File: src/rtl/servo_pkg.sv
// Shared constants and types for the servo PWM blocks (12 MHz tick base).
package servo_pkg;

  localparam logic [1:0] ERR_NONE  = 2'b00;
  localparam logic [1:0] ERR_SHORT = 2'b01;
  localparam logic [1:0] ERR_LONG  = 2'b10;
  localparam logic [1:0] ERR_TMO   = 2'b11;

  localparam logic [14:0] TICKS_1MS   = 15'd12000;
  localparam logic [19:0] FRAME_TICKS = 20'h3a980;

  localparam logic [14:0] DEF_MIN_ON  = 15'd6000;
  localparam logic [14:0] DEF_MAX_ON  = 15'd30000;
  localparam logic [19:0] DEF_TIMEOUT = 20'h75300;

  typedef enum logic [1:0] {
    ST_ARM      = 2'd0,
    ST_LOW      = 2'd1,
    ST_HIGH     = 2'd2,
    ST_WAIT_LOW = 2'd3
  } cap_state_e;

  function automatic logic pulse_ok(input logic [14:0] cnt,
                                    input logic [14:0] lo,
                                    input logic [14:0] hi);
    return (cnt >= lo) && (cnt <= hi);
  endfunction

endpackage

File: src/rtl/servo_in_filt.sv
// Pin synchronizer plus run-length glitch filter with registered level and edge strobes.
module servo_in_filt #(
  parameter int SYNC_STAGES = 2,
  parameter int FILT_LEN    = 3
) (
  input  logic clk,
  input  logic rst_n,
  input  logic pin,
  output logic lvl,
  output logic rise,
  output logic fall
);

  localparam logic [3:0] FILT_LEN_C = 4'(FILT_LEN);

  logic [SYNC_STAGES-1:0] sync_r;
  logic [3:0]             run_r;
  logic                   lvl_r;
  logic                   lvl_o_r;
  logic                   rise_r;
  logic                   fall_r;
  logic                   smp_s;
  logic [3:0]             run_inc_s;

  assign smp_s     = sync_r[SYNC_STAGES-1];
  assign run_inc_s = run_r + 4'd1;

  // Synchronize, filter, and register level/edges so all three stay aligned.
  always_ff @(posedge clk or negedge rst_n) begin
    if (!rst_n) begin
      sync_r  <= '1;
      run_r   <= 4'd0;
      lvl_r   <= 1'b1;
      lvl_o_r <= 1'b1;
      rise_r  <= 1'b0;
      fall_r  <= 1'b0;
    end else begin
      sync_r <= {sync_r[SYNC_STAGES-2:0], pin};
      if (smp_s != lvl_r) begin
        if (run_inc_s == FILT_LEN_C) begin
          lvl_r <= smp_s;
          run_r <= 4'd0;
        end else begin
          run_r <= run_inc_s;
        end
      end else begin
        run_r <= 4'd0;
      end
      lvl_o_r <= lvl_r;
      rise_r  <= lvl_r & ~lvl_o_r;
      fall_r  <= ~lvl_r & lvl_o_r;
    end
  end

  assign lvl  = lvl_o_r;
  assign rise = rise_r;
  assign fall = fall_r;

endmodule

File: src/rtl/servo_cap.sv
// Servo PWM capture: measures filtered high time, flags short/long pulses and signal loss.
module servo_cap
  import servo_pkg::*;
#(
  parameter int          SYNC_STAGES = 2,
  parameter int          FILT_LEN    = 3,
  parameter logic [14:0] MIN_ON      = DEF_MIN_ON,
  parameter logic [14:0] MAX_ON      = DEF_MAX_ON,
  parameter logic [19:0] TIMEOUT     = DEF_TIMEOUT
) (
  input  logic        clk,
  input  logic        rst_n,
  input  logic        srv_i,
  output logic [14:0] on_t,
  output logic        vld,
  output logic        err,
  output logic [1:0]  err_code,
  output logic        sig_ok
);

  logic        lvl_s, rise_s, fall_s;
  cap_state_e  state_r, state_s;
  logic [14:0] hi_cnt_r, hi_cnt_s;
  logic [19:0] tmo_r, tmo_s;
  logic [14:0] on_t_r, on_t_s;
  logic        vld_r, err_r, err_s, sig_ok_r, sig_ok_s;
  logic [1:0]  code_r, code_s;
  logic        good_s, short_s, long_s, tmo_hit_s;

  servo_in_filt #(
    .SYNC_STAGES (SYNC_STAGES),
    .FILT_LEN    (FILT_LEN)
  ) u_filt (
    .clk   (clk),
    .rst_n (rst_n),
    .pin   (srv_i),
    .lvl   (lvl_s),
    .rise  (rise_s),
    .fall  (fall_s)
  );

  // Next-state, width counting and pulse classification.
  always_comb begin
    state_s  = state_r;
    hi_cnt_s = hi_cnt_r;
    good_s   = 1'b0;
    short_s  = 1'b0;
    long_s   = 1'b0;
    case (state_r)
      ST_ARM: begin
        if (!lvl_s) state_s = ST_LOW;
        else        state_s = ST_ARM;
      end
      ST_LOW: begin
        if (rise_s) begin
          hi_cnt_s = 15'd1;
          state_s  = ST_HIGH;
        end else begin
          state_s = ST_LOW;
        end
      end
      ST_HIGH: begin
        if (fall_s) begin
          state_s = ST_LOW;
          if (pulse_ok(hi_cnt_r, MIN_ON, MAX_ON)) good_s  = 1'b1;
          else                                    short_s = 1'b1;
        end else if (lvl_s) begin
          // Saturate instead of wrapping: the overlong pulse is reported once.
          if (hi_cnt_r >= MAX_ON) begin
            long_s  = 1'b1;
            state_s = ST_WAIT_LOW;
          end else begin
            hi_cnt_s = hi_cnt_r + 15'd1;
          end
        end else begin
          state_s = ST_HIGH;
        end
      end
      ST_WAIT_LOW: begin
        if (fall_s) state_s = ST_LOW;
        else        state_s = ST_WAIT_LOW;
      end
      default: state_s = ST_ARM;
    endcase
  end

  // Timeout counter and output register next values; valid pulse beats timeout.
  always_comb begin
    tmo_hit_s = (tmo_r == (TIMEOUT - 20'd1)) && !good_s;
    if (good_s) begin
      tmo_s = 20'd0;
    end else if (tmo_r != TIMEOUT) begin
      tmo_s = tmo_r + 20'd1;
    end else begin
      tmo_s = tmo_r;
    end

    if (good_s) on_t_s = hi_cnt_r;
    else        on_t_s = on_t_r;

    err_s = short_s | long_s | tmo_hit_s;
    if (tmo_hit_s)    code_s = ERR_TMO;
    else if (long_s)  code_s = ERR_LONG;
    else if (short_s) code_s = ERR_SHORT;
    else              code_s = ERR_NONE;

    if (good_s)         sig_ok_s = 1'b1;
    else if (tmo_hit_s) sig_ok_s = 1'b0;
    else                sig_ok_s = sig_ok_r;
  end

  // State and output registers.
  always_ff @(posedge clk or negedge rst_n) begin
    if (!rst_n) begin
      state_r  <= ST_ARM;
      hi_cnt_r <= 15'd0;
      tmo_r    <= 20'd0;
      on_t_r   <= 15'd0;
      vld_r    <= 1'b0;
      err_r    <= 1'b0;
      code_r   <= ERR_NONE;
      sig_ok_r <= 1'b0;
    end else begin
      state_r  <= state_s;
      hi_cnt_r <= hi_cnt_s;
      tmo_r    <= tmo_s;
      on_t_r   <= on_t_s;
      vld_r    <= good_s;
      err_r    <= err_s;
      code_r   <= code_s;
      sig_ok_r <= sig_ok_s;
    end
  end

  assign on_t     = on_t_r;
  assign vld      = vld_r;
  assign err      = err_r;
  assign err_code = code_r;
  assign sig_ok   = sig_ok_r;

endmodule

File: config.mk
export PLATFORM = sky130hd
export DESIGN_NAME = servo_cap
export DESIGN_NICKNAME = d
export VERILOG_FILES = /design/src/rtl/servo_pkg.sv /design/src/rtl/servo_in_filt.sv /design/src/rtl/servo_cap.sv
export SDC_FILE = /design/constraint.sdc
export NUM_CORES = 1
export LEC_CHECK = 0
export CAP_MARGIN = 20
export CORE_UTILIZATION = 46
export CTS_CLUSTER_SIZE = 30
export DETAILED_ROUTE_END_ITERATION = 8
export MAX_ROUTING_LAYER = met4
export PLACE_DENSITY = 0.64
export SYNTH_ARGS = -nofsm -noshare
export SYNTH_HDL_FRONTEND = slang
export SYNTH_HIERARCHICAL = 1
export SYNTH_SLANG_ARGS = --single-unit
File: constraint.sdc
create_clock -name clk -period 2.3 [get_ports clk]
set_clock_uncertainty 0.1 [all_clocks]
set_input_delay 0.46 -clock clk [delete_from_list [all_inputs] [get_ports clk]]
set_output_delay 0.46 -clock clk [all_outputs]
set_load 0.01 [all_outputs]
Yosys cells after proc, flatten, opt, wreduce, memory -nomap -nowiden:

Index checks and enable logic that the tools add are counted.

* $add $sub $neg: 3
* $lt $le $gt $ge: 3
* equal/unequal tests: 12
* muxes and demuxes: 31
* bitwise operators: 6
* reduce and logical (&&, ||, !) cells: 9

Operators by type and width (count)
* 15-bit 2-to-1 mux: 4
* 20-bit 2-to-1 mux: 2
* 15-bit one-hot mux with 2 select lines: 1
* 20-bit by 1-bit adder with 20-bit output (second input constant): 1
* 20-bit by 19-bit equality test with 1-bit output (second input constant): 1
* 20-bit by 19-bit inequality test with 1-bit output (second input constant): 1
* 15-bit by 1-bit adder with 15-bit output (second input constant): 1
* 15-bit by 13-bit greater-or-equal comparator with 1-bit output (second input constant): 1
* 15-bit greater-or-equal comparator (second input constant): 1
* 15-bit less-or-equal comparator (second input constant): 1
* 1-bit 2-to-1 mux: 14
* 2-bit 2-to-1 mux: 7
* 4-bit 2-to-1 mux: 2
* 2-bit one-hot mux with 4 select lines: 1
* 2-bit nonzero test: 3
* 5-bit AND reduction: 1
* 4-bit by 1-bit adder with 4-bit output (second input constant): 1
* 2-bit equality test (second input constant): 2
* 4-bit by 2-bit equality test with 1-bit output (second input constant): 1
* 2-bit by 1-bit inequality test with 1-bit output (second input constant): 2
* 2-bit inequality test (second input constant): 2
* 4-bit inequality test (second input constant): 1
* 1-bit bitwise AND: 2
* 2-bit by 1-bit equality test with 1-bit output (second input constant): 1
* other kinds (7): 10

* register bits after elaboration: 67
* input bits: 3
* output and inout port bits: 20

Logic depth before layout (Yosys ltp):

* depth after elaboration: 9
* depth in mapped cells: 8
* mapped depth without buffers: 6

Hierarchy:

The synthesis kept the hierarchy.

By module, submodules not included
* servo_cap: times used 1, cells each 274, area an instance 2850.2 um^2, seq. area each 1426.4 um^2
* servo_in_filt: times used 1, cells each 29, area an instance 404.1 um^2, seq. area each 255.2 um^2

Least setup slack after synthesis:

No wires, ideal clock.

* path type: register to register
* from: register hi_cnt_r[7]
* to: register on_t_r[12], in the netlist on_t[12]
* arrival: 1.649 ns
* required time: 2.072 ns
* slack: 0.424 ns
* cell stages (with the launch flop): 7
* buffers on the path: 1
* clock period less this slack: 1.876 ns
* cell sequence: dfrtp_1 nor4_2 nand3_1 o22ai_2 o31a_4 buf_6 mux2_1

* word-level cells in the longest chain between the ends: 5

Ends and longest elaborated chain
* from (decl): line servo_cap.sv:23 `logic [14:0] hi_cnt_r, hi_cnt_s;`
* from (signal assigned): line servo_cap.sv:125 `hi_cnt_r <= hi_cnt_s;`
* 15-bit by 13-bit greater-or-equal comparator with 1-bit output or 15-bit less-or-equal comparator (tied branches): line servo_pkg.sv:26 `return (cnt >= lo) && (cnt <= hi);`
* 1-bit logical AND *: line servo_pkg.sv:26
* 1-bit 2-to-1 mux *: line servo_cap.sv:65 `if (pulse_ok(hi_cnt_r, MIN_ON, MAX_ON)) good_s = 1'b1;`
* 1-bit 2-to-1 mux *: line servo_cap.sv:63 `if (fall_s) begin`
* 1-bit 2-to-1 mux *: line servo_cap.sv:49 `case (state_r)`
* to (signal assigned): line servo_cap.sv:127 `on_t_r <= on_t_s;`
* to (decl): line servo_cap.sv:25 `logic [14:0] on_t_r, on_t_s;`

Mark *: on every way between the ends. The rest lies on a longest branch, timed or not.
A chain may end at the register's enable or synchronous reset.

Worst setup path in the final report:

* from: register hi_cnt_r[6]
* to: register on_t_r[4], in the netlist on_t[4]

The elaborated chain is that of the path after synthesis.

==> out/qor.log <==
INFO  power          ir_worst_vdd=0.0005399V
INFO  drt            drt-pass1-iter-count=4
INFO  critical_path  critical-path-slowest-cell=sky130_fd_sc_hd__dfrtp_1
INFO  finish         layout-drive-gt1-share=15.41%
INFO  timing         final-max-slew-violation-count=0
INFO  global_routing globalRoute.totalOverflow=0
INFO  drt            drt_iter0_markers=136
INFO  cts            cts-htree-levels=3
INFO  finish         layout.nets=348
INFO  place          globalplace.congestion=0.8531
INFO  global_routing global_route.usage.total=20.06%
INFO  logic_synthesis postSynth.asyncResetShare=100.0%
INFO  die            start_util=47.64%
INFO  critical_path  timing.critical_path.arrival=2250ps
INFO  drt            drc=0
INFO  drt            drt_wl_total=6.327mm
INFO  timing         layout_setup_ws=189.5ps
INFO  logic_synthesis syn_inst=303
INFO  drt            route.detailed.wl_per_inst=14.38um
INFO  critical_path  critPathKind=reg -> reg
INFO  job            drv_cap=0
INFO  place          placement.io_buffers=22
INFO  critical_path  required=2430ps
INFO  finish         most_frequent_standard_cell_in_the_layout_excluding_fill_and_tap_cells=sky130_fd_sc_hd__dfrtp_1
INFO  place          dpl_worst_slack=164.4ps
INFO  critical_path  reg2reg_setup_slack=190ps
INFO  timing         report.final.setup_viol=0
INFO  place          dp.final_hpwl=4.196mm
INFO  drt            via_count=2319
INFO  outcome        run_status=finished, final reports clean
INFO  logic_synthesis synth.ff_latch_count=67
INFO  critical_path  worstReg2RegStart=hi_cnt_r[6]
INFO  die            overall_die_area=0.007415sqmm
INFO  critical_path  cp.buffers_inverters=0
INFO  finish         n_antenna_cell=0
INFO  die            core=0.006832sqmm
INFO  finish         areaGrowthSynthToFinish=16.30%
INFO  timing         unrepaired_setup_endpoints_after_global_routing=no
INFO  cts            clock_latency=340ps
INFO  logic_synthesis synthDistinctLibCells=53
INFO  logic_synthesis syn_area=0.003254sqmm
INFO  timing         max_freq=0.4738GHz
INFO  cts            cts-resized-gates=0
INFO  timing         timing.final.hold_violations=0
INFO  die            rows=30
INFO  logic_synthesis ys_dominant_reg_cell=sky130_fd_sc_hd__dfrtp_1
INFO  min_path       worst_hold_path_type=in -> async
INFO  drt            final_antenna_net_count=0
INFO  critical_path  path_delay_family=compound AO/OA/AOI/OAI gates
INFO  critical_path  crit_path_max_incr_delay=430ps
INFO  cts            clock_transition_at_the_registers_of_the_reported_paths=70ps
INFO  cts            tritoncts_num_sinks=67
INFO  timing         fin_tns_setup=0ps
INFO  die            floorplan.io_pins=23
INFO  cts            cts-hold-fix-buffers=0
INFO  power          cellPowerDensity=714.2mW/mm^2
INFO  die            die_y=86.11um
INFO  cts            cts_buffer_depth=2
INFO  critical_path  start_kind=flop
INFO  power          p_leak=1.642nW
INFO  critical_path  cp-end-kind=flop
INFO  timing         post_route_minimum_period=2111ps
INFO  timing         slew_headroom=64.46%
INFO  cts            tritoncts=done
INFO  drt            viasPerCell=5.270
INFO  finish         layout_common_cells=sky130_fd_sc_hd__dfrtp_1 (63), sky130_fd_sc_hd__nor2_1 (40), sky130_fd_sc_hd__nand2_1 (21), sky130_fd_sc_hd__clkdlybuf4s50_1 (21), sky130_fd_sc_hd__o21ai_0 (19)
INFO  logic_synthesis syn_avg_cell_area=10.74squm
INFO  cts            cts-buffers-inserted=9
INFO  cts            clock_tree.root_cell=sky130_fd_sc_hd__clkbuf_8
INFO  critical_path  cp_max_fo=10
INFO  logic_synthesis number_of_flops_mapped_to_enable_cells_by_yosys=0
INFO  timing         hold_ws=0.6077ps
INFO  die            dieWidth=86.11um
INFO  critical_path  worstReg2RegEnd=on_t[4]
INFO  logic_synthesis seq_total_area_yosys=51.67%
INFO  finish         utilization=55.40%
INFO  global_routing grt_max_degree=68
INFO  timing         period_share=91.76%
INFO  global_routing antenna_violations_before_repair=0
INFO  timing         worstMarginPinSlew=528.2ps
INFO  global_routing first_global_vias=2229
INFO  power          fin_total_pwr=2.703mW
INFO  logic_synthesis synthesis.nets=312
INFO  logic_synthesis synth-warning-count=6
INFO  critical_path  cp_cell_sequence=nor4_2 -> nand3_1 -> o22ai_2 -> o31a_2 -> mux2_4
INFO  global_routing global_route_wire_length_before_repair=10.87mm
INFO  critical_path  reg2reg_depth=5
==> state kept, by name, indices dropped and copies added, names as in the netlist <==
signal,count
err,1
err_code,2
hi_cnt_r,15
on_t,15
sig_ok,1
state_r,2
tmo_r,20
u_filt/fall,1
u_filt/lvl,1
u_filt/lvl_r,1
u_filt/rise,1
u_filt/run_r,4
u_filt/sync_r,2
vld,1
==> what timing repair did <==
action,in CTS,in global routing
setup endpoints to repair,0,2
hold endpoints to repair,0,0
buffers inserted,0,0
==> cells by family after synthesis <==
family                     Yosys count  synth area share [%]
and+or+nand+nor                    119                 18.80
AOI/OAI and AO/OA                   52                 10.38
buffers and inverters               21                 4.152
muxes                               17                 7.036
DFF                                 67                 51.67
xor gates and xnor gates            21                 5.652
adders and majority gates            6                 2.307
==> synth_stat cells (2+ instances only) <==
library cell,n,area [sq um]
sky130_fd_sc_hd__nand3_1,16,80.08
sky130_fd_sc_hd__buf_6,5,56.30
sky130_fd_sc_hd__inv_1,12,45.04
sky130_fd_sc_hd__and2_1,3,18.77
sky130_fd_sc_hd__o21ai_0,19,95.09
sky130_fd_sc_hd__xnor2_1,8,70.07
sky130_fd_sc_hd__a31oi_1,4,25.02
sky130_fd_sc_hd__o21ai_1,7,35.03
sky130_fd_sc_hd__mux2_4,11,165.2
sky130_fd_sc_hd__nand4_1,9,56.30
sky130_fd_sc_hd__and3_1,3,18.77
sky130_fd_sc_hd__xor2_1,13,113.9
sky130_fd_sc_hd__nand2b_1,2,12.51
sky130_fd_sc_hd__mux2i_1,3,30.03
sky130_fd_sc_hd__nor3_1,7,35.03
sky130_fd_sc_hd__buf_2,2,10.01
sky130_fd_sc_hd__nor2b_1,2,12.51
sky130_fd_sc_hd__nor4_1,2,12.51
sky130_fd_sc_hd__nand2_1,21,78.83
sky130_fd_sc_hd__ha_1,6,75.07
sky130_fd_sc_hd__a21oi_1,7,35.03
sky130_fd_sc_hd__o31ai_1,2,15.01
sky130_fd_sc_hd__nor2_1,40,150.1
sky130_fd_sc_hd__nor4b_1,2,17.52
sky130_fd_sc_hd__mux2_2,2,22.52
sky130_fd_sc_hd__a221oi_1,2,17.52
sky130_fd_sc_hd__dfrtp_1,63,1577
sky130_fd_sc_hd__dfstp_2,4,105.1
sky130_fd_sc_hd__and4_1,2,17.52
==> cell type report <==
cell class | count | area [sq um]
tap | 96 | 120.1
multi-input combinational | 216 | 1448
sequential | 67 | 1682
clock buffer | 12 | 155.1
fill | 634 | 3047
clock inverter | 4 | 25.02
timing repair buffer | 33 | 310.3
inverter | 12 | 45.04
==> layer usage <==
layer  global-route usage, %  up-vias  share of wire [%]
li1                        -     1135                  -
met1                   27.56     1141                 50
met2                   28.21       37                 46
met3                   3.465        6                2.8
met4                   10.91        0                1.4
met5                       -        -                  0
==> where the power goes <==
group	internal [mW]	leakage, nW	total, mW	switching (mW)
Clock	0.446	0.0884	0.890	0.444
Combinational	0.180	0.661	0.422	0.242
Sequential	1.28	0.893	1.39	0.108
Total	1.91	1.64	2.70	0.793
==> worst max-delay path by stage <==
stage	from	to	slack [ps]	cells after the start
2_1_floorplan	hi_cnt_r[7]	on_t[12]	420	6
3_3_place_gp	hi_cnt_r[6]	on_t[1]	240	5
3_5_place_dp	hi_cnt_r[6]	on_t[1]	160	5
4_1_cts	hi_cnt_r[6]	on_t[1]	150	5
5_1_grt	hi_cnt_r[6]	on_t[5]	30	5
6_report	hi_cnt_r[6]	on_t[4]	190	5
==> worst reg2reg max path, delay by kind of cell (launching register included) <==
family / cells / cell delay [ps]
compound gates: 2 / 590
simple gates: 2 / 550
flops: 1 / 430
mux: 1 / 330
==> metrics by stage <==
step                      cells  area (sq um)
after CTS                   439          3775
final                       440          3785
after floorplan             303          3254
after global placement      423          3595
after global routing        440          3785
after detailed placement    423          3595
(Power assumes the default switching activity.)
